**src/rtl/aes_input_loader.sv**
```systemverilog
// aes_input_loader: assembles a 16-byte plaintext and a 16-byte key from a byte stream for an AES core.
module aes_input_loader #(
  parameter bit KEY_REUSE = 1'b0
) (
  input  logic         clk,
  input  logic         rst_n,
  input  logic         clear,
  input  logic [7:0]   in_data,
  input  logic         in_valid,
  output logic         in_ready,
  output logic [127:0] pt_out,
  output logic [127:0] key_out,
  output logic         out_valid,
  input  logic         out_ready
);
  localparam logic [1:0] LOAD_PT  = 2'd0;
  localparam logic [1:0] LOAD_KEY = 2'd1;
  localparam logic [1:0] HOLD     = 2'd2;
  logic [1:0] state;
  logic [3:0] cnt;
  logic       key_held;
  logic [6:0] pos;
  assign in_ready  = state != HOLD;
  assign out_valid = state == HOLD;
  // byte n lands at bit 8*(15-n), so byte 0 is the MSB
  assign pos = {~cnt, 3'b000};
  always_ff @(posedge clk or negedge rst_n) begin
    if (!rst_n) begin
      state    <= LOAD_PT;
      cnt      <= 4'd0;
      key_held <= 1'b0;
      pt_out   <= '0;
      key_out  <= '0;
    end else if (clear) begin
      state    <= LOAD_PT;
      cnt      <= 4'd0;
      key_held <= 1'b0;
    end else if (state == HOLD) begin
      if (out_ready) state <= LOAD_PT;
    end else if (in_valid) begin
      cnt <= cnt + 4'd1;
      if (state == LOAD_PT) pt_out[pos +: 8] <= in_data;
      else key_out[pos +: 8] <= in_data;
      if (cnt == 4'd15) begin
        if (state == LOAD_PT) state <= key_held ? HOLD : LOAD_KEY;
        else begin
          state    <= HOLD;
          key_held <= KEY_REUSE;
        end
      end
    end
  end
endmodule

```
**config.mk**
```make
export PLATFORM = sky130hd
export DESIGN_NAME = aes_input_loader
export DESIGN_NICKNAME = d
export VERILOG_FILES = /design/src/rtl/aes_input_loader.sv
export SDC_FILE = /design/constraint.sdc
export NUM_CORES = 1
export LEC_CHECK = 0
export BUFFER_PORTS_ARGS = -buffer_cell sky130_fd_sc_hd__buf_2
export CELL_PAD_IN_SITES_DETAIL_PLACEMENT = 1
export CELL_PAD_IN_SITES_GLOBAL_PLACEMENT = 1
export CORE_UTILIZATION = 26
export DETAILED_ROUTE_END_ITERATION = 12
export MAX_ROUTING_LAYER = met4
export PLACE_DENSITY_LB_ADDON = 0.1
export SKIP_LAST_GASP = 1
export SYNTH_ARGS = -nofsm -noshare
export SYNTH_HDL_FRONTEND = slang
export SYNTH_SLANG_ARGS = --single-unit
```
**constraint.sdc**
```tcl
create_clock -name clk -period 2.55 [get_ports clk]
set_clock_uncertainty 0.1 [all_clocks]
set_input_delay 0.6375 -clock clk [delete_from_list [all_inputs] [get_ports clk]]
set_output_delay 0.6375 -clock clk [all_outputs]
set_load 0.02 [all_outputs]
```
==> results_dict.tcl, run 1 <==
set metrics [dict create \
    status "completed" \
    clock.fmax_mhz 409 \
    dp_hpwl_mm 22.6 \
    synth_xor_area_share_pct 0.253 \
    worstSetupStartpointType "flop" \
    crit_path_end_kind "flop" \
    worst-setup-path-type "flop to flop" \
    hp-class "input port to flop" \
    first_global_vias 7422 \
    ys_warn_count 0 \
    avgViaCountPerCell 4.37 \
    postSynthCellCount 664 \
    drc 0 \
    finalCritPeriodShare_pct 96.0 \
    clockBufferDepth 3 \
    synth.avg_cell_area_sq_um 15.6 \
    dieArea_sq_um 40700 \
    power.leakage_nw 7.55 \
    crit_fanout 8 \
    clkLatencyLatePin_ns 0.56 \
    max_cap_viol_count 0 \
    drtPass1Iterations 4 \
    chipWidth_um 202 \
    ir_drop_v 0.000446 \
    pin_count 271 \
    wire_per_inst_um 20.9 \
    synthMuxAreaShare_pct 27.9 \
    yosys.area_share.adder_pct 0.362 \
    grt_usage_pct 16.4 \
    wl_mm 32.1 \
    area_growth_pct 32.5 \
    initial_utilization_pct 26.6 \
    multi_input_area_sq_um 3720 \
    yosysTopAreaCell "dfrtp_1" \
    drt_iter0_markers 181 \
    grt_max_degree 63 \
    gr-total-overflow 0 \
    cts_tree "yes" \
    synth-edff-count 0 \
    seq_area_frac_synth_pct 63.2 \
    cts.sinks 262 \
    grt_pass1_wl_mm 49.0 \
    port_buffers 270 \
    diodes 0 \
    syn_area_sq_um 10400 \
    drive_gt1_share_pct 63.5 \
    synthArstFlopShare_pct 100 \
    yosysTopAreaCellShare_pct 63.2 \
    synth_ff_type "dfrtp_1" \
    antenna_found_initial 0 \
    power.density_nw_per_um2 685 \
    synth_top_family_by_area "multiplexers" \
    regArea_sq_um 6560 \
    worst_pin_slew_ns 0.573 \
    p_total_mw 9.42 \
    htree_levels 1 \
    cts_buffers 31 \
    fin_setup_tns_ns 0 \
    place_congestion 0.724 \
    synthTopCellsByCount "262 x dfrtp_1, 255 x mux2_2, 16 x and2_1" \
    crit_arrival_ns 2.79 \
    synth_area_leaders "dfrtp_1 63%, mux2_2 28%, and2_1 0.97%" \
    die_y_um 202 \
    core_sq_um 39000 \
    required_ns 2.89 \
    synth_nets 680 \
    ys_ff_latch 262 \
    drtAntennaViolNets 0 \
    reg2reg_slack_ns 0.10 \
    via_count 6712 \
    num-fill-cells 4177 \
    final_max_slew_viol_count 0 \
    synth_compound_area_share_pct 0.820 \
    num-nets-final 1015 \
    num_rows 72 \
    netlist-cell-type-count 37 \
    hold_violations 0 \
    synth.most_common_cell "dfrtp_1" \
    finalCriticalPeriod_ns 2.45 \
    cts_root_buf "clkbuf_16" \
    clk_pin_slew_ns 0.06 \
    synth_simple_gate_area_share_pct 6.42 \
    rsz0062_at_grt "true" \
    max_slew_margin_pct 61.8 \
    setup_viol 0 \
]
registers in the layout (all words and copies together), names as in the netlist:
register / flops
pt_out: 128
key_out: 128
cnt: 4
state: 2
power breakdown:
| group | internal (mW) | switching (mW) | leakage [nW] |
|---|---|---|---|
| combinational | 0.317 | 0.609 | 3.48 |
| sequential | 4.31 | 0.0796 | 3.63 |
| clock | 2.42 | 1.68 | 0.444 |
per-stage QoR:
stage | setup slack [ns] | util (%) | cells | hold slack (ns) | cell area [sq um]
finish | 0.103 | 35.2 | 1537 | 0.317 | 13700
global route | 0.00275 | 35.2 | 1537 | 0.293 | 13700
CTS | 0.0887 | 35.2 | 1537 | 0.283 | 13700
detailed placement | 0.0752 | 32.8 | 1483 | 0.388 | 12800
global placement | 0.0991 | 32.8 | 1483 | 0.375 | 12800
floorplan | 0.149 | - | 664 | 0.242 | 10400
kinds of logic (layout without fill, tap and decap cells):
kind of cell,after synthesis,after routing
muxes,257,257
buffers and inverters,26,381
DFF,262,262
and+or+nand+nor,101,101
xor gates and xnor gates,3,3
AOI/OAI and AO/OA,12,12
adders and majority gates,3,3
final timing paths:
path,from,to,depth (start not counted)
min in group asynchronous,rst_n,pt_out[14],2
max in group asynchronous,rst_n,pt_out[91],3
hold / removal,out_ready,state[1],4
setup / recovery,cnt[0],key_out[35],7
hold reg to reg,key_out[25],key_out[25],1
setup reg to reg,cnt[0],key_out[35],7
layout make-up:
| class | count | share of cell area [%] |
|---|---|---|
| clock buffers | 50 | 6.38 |
| inverters | 5 | 0.137 |
| well taps | 518 | 4.72 |
| clock inverters | 3 | 0.291 |
| flip-flops and latches | 262 | 47.7 |
| multi-input cells | 376 | 27.1 |
| repair buffers | 323 | 13.7 |
layout by cell type (no fill, tap or decap), types with 2 or more instances in the layout:
cell and n:
clkbuf_1 16, a21oi_1 5, or3_1 2, nor4_4 2, nor2b_1 12, clkbuf_8 3
mux2_2 255, dfrtp_1 262, buf_4 42, buf_2 269, nand2_1 12, nor3_4 2
clkbuf_16 31, nand2_2 8, clkinv_2 2, nand3_1 8, ha_1 3, nor2_2 12
and2_1 16, nor2_1 13, nand3_2 2, nand2b_1 4, nand4_1 2, inv_1 5
buf_12 10, nand3b_1 2, xnor2_1 2, nor3b_4 2
what timing repair did:
action / 4_1_cts / 5_1_grt
gates resized for setup: 0 / 1
setup endpoints to repair: 0 / 8
setup buffers: 0 / 0
endpoints found under the hold margin: 52 / 0
hold buffers: 1 / 0
layer usage:
metal / vias up / GRT usage, % / share of wire (%)
met1: 3494 / 20.6 / 43
met4: 0 / 3.30 / 1.7
met3: 43 / 4.29 / 5.7
li1: 3014 / - / -
met2: 161 / 26.5 / 49
met5: - / - / 0
worst max-delay path, cell delays in order, from the launching register on:
cell	delay (ns)
dfrtp_1	0.44
ha_1	0.31
nand2b_1	0.23
or3_1	0.36
o21a_2	0.19
nor3_4	0.21
buf_12	0.16
mux2_2	0.33
Power figures use the tool's default switching activity.
==> run 2, diff against run 1 <==
CORE_UTILIZATION = 39   (was 26)
clock period = 2.1 ns   (was 2.55 ns; I/O delays follow)
==> results_dict.tcl, run 2 (synthesis results as in run 1) <==
set metrics [dict create \
    status "finished, violations left" \
    violations "negative setup slack" \
    min_to "state[1]" \
    via_count 6939 \
    cp.depth 7 \
    ir_drop_v 0.000680 \
    dp_hpwl_mm 21.0 \
    clk_pin_slew_ns 0.06 \
    power.density_nw_per_um2 809 \
    path_buf_inv 1 \
    grt_pass1_wl_mm 46.2 \
    core_sq_um 26100 \
    power.leakage_nw 7.99 \
    dpl-instance-area_sq_um 13100 \
    pin_count 271 \
    finalCritPeriodShare_pct 104 \
    reg2reg_slack_ns -0.09 \
    utilization_pct 55.8 \
    path_delay_family "simple AND/OR/NAND/NOR gates" \
    cts_buffers 30 \
    hp-class "input port to flop" \
    die_y_um 165 \
    hold_start "out_ready" \
    htree_levels 1 \
    drive_gt1_share_pct 68.6 \
    p_total_mw 11.8 \
    hold_violations 0 \
    grt_max_degree 54 \
    cts_tree "yes" \
    worstPathCellList "ha_4 -> nand2b_4 -> or3_4 -> o21ai_1 -> nand3_1 -> buf_12 -> mux2_2" \
    setup_viol 64 \
    drt_iter0_markers 305 \
    chipWidth_um 165 \
    max_slew_margin_pct 65.0 \
    gr-total-overflow 0 \
    worst-setup-path-type "flop to flop" \
    r2r_start "cnt[1]" \
    cts.sinks 262 \
    finalInstanceArea_sq_um 14500 \
    finalWorstSetupSlack_ns -0.0904 \
    critPathSlowestCell "dfrtp_2" \
    diodes 0 \
    avgViaCountPerCell 5.00 \
    num_rows 59 \
    rsz0062_at_grt "true" \
    cts_root_buf "clkbuf_16" \
    first_global_vias 7788 \
    crit_fanout 8 \
    crit_path_end_kind "flop" \
    num-nets-final 1047 \
    dieArea_sq_um 27200 \
    drtAntennaViolNets 0 \
    area_growth_pct 40.2 \
    clkLatencyLatePin_ns 0.55 \
    num-fill-cells 2545 \
    grt_usage_pct 23.0 \
    regArea_sq_um 6560 \
    hold_path_depth 4 \
    antenna_found_initial 0 \
    worst_pin_slew_ns 0.526 \
    max_stage_delay_ns 0.43 \
    place_congestion 0.818 \
    final_common_cell "buf_2" \
    port_buffers 270 \
    max_cap_viol_count 0 \
    wl_mm 30.2 \
    drc 0 \
    largestRegisters "key_out (128), pt_out (128), cnt (4)" \
    final_cell_mix "267 x buf_2, 261 x dfrtp_1, 228 x mux2_2, 47 x buf_4, 31 x clkbuf_16" \
    clockBufferDepth 3 \
    reg2reg_depth 7 \
    initial_utilization_pct 39.8 \
    worstSetupStartpointType "flop" \
    finalCriticalPeriod_ns 2.19 \
    multi_input_area_sq_um 4130 \
    clock.fmax_mhz 457 \
    drtPass1Iterations 4 \
    crit_arrival_ns 2.52 \
    wire_per_inst_um 21.7 \
    final_max_slew_viol_count 0 \
    r2r-end "key_out[25]" \
    required_ns 2.43 \
    fin_setup_tns_ns -2.72 \
]
-- run 2: cell types whose count changed in the layout (fill, tap and decap cells not counted), sizes merged --
cell    change
bufinv      +1
clkinv      +3
buf        +33
clkbuf      -3
-- run 2: timing repair --
| item | in CTS | in global routing |
|---|---|---|
| buffers inserted | 5 | 5 |
| endpoints found under the setup margin | 230 | 258 |
| hold buffers | 1 | 0 |
| gates resized for setup | 37 | 56 |
| pin swaps | 6 | 12 |
| hold endpoints to repair | 44 | 0 |
-- run 2: routing by layer --
layer / wire [um] / vias to the layer above / part of all wire [%] / global-route usage (%)
met5: 0 / - / 0 / -
met4: 616 / 0 / 2.0 / 5.13
met3: 1530 / 51 / 5.1 / 4.32
met2: 15500 / 188 / 51 / 38.8
met1: 12500 / 3636 / 41 / 28.6
li1: - / 3064 / - / -
-- run 2: area by class of cell --
type	count	area share [%]
Clock buffer	47	6.16
Clock inverter	7	0.611
Inverter	5	0.215
Multi-Input combinational cell	376	28.4
Sequential cell	262	45.1
Tap cell	335	2.88
Timing Repair Buffer	356	16.6
-- run 2: worst min-delay path, delay by kind of cell --
family | cells | cell delay (ns)
AOI/OAI and AO/OA | 1 | 0.06
buffers and inverters | 1 | 0.10
and+or+nand+nor | 2 | 0.14
-- run 2: report_power, final --
part / internal [mW] / total (mW) / leakage (nW) / switching, mW
clock: 3.15 / 5.17 / 0.485 / 2.02
combinational: 0.483 / 1.26 / 3.88 / 0.773
sequential: 5.24 / 5.34 / 3.63 / 0.106
total: 8.87 / 11.8 / 7.99 / 2.90
-- run 2: worst max path at each step --
| stage | endpoint | slack, ns | startpoint |
|---|---|---|---|
| 5_1_grt | key_out[24] | -0.15 | cnt[0] |
| 4_1_cts | key_out[32] | -0.08 | cnt[1] |
| 3_5_place_dp | pt_out[88] | -0.17 | cnt[0] |
| 2_1_floorplan | key_out[32] | -0.09 | cnt[1] |
| 3_3_place_gp | pt_out[93] | -0.11 | cnt[0] |
| 6_report | key_out[25] | -0.09 | cnt[1] |
-- run 2: metrics by stage --
step / worst slack [ns] / hold WS, ns / instances
floorplan: -0.0879 / 0.129 / 664
global placement: -0.111 / 0.377 / 1324
detailed placement: -0.174 / 0.383 / 1324
CTS: -0.0819 / 0.212 / 1384
global route: -0.152 / 0.253 / 1388
finish: -0.0904 / 0.217 / 1388
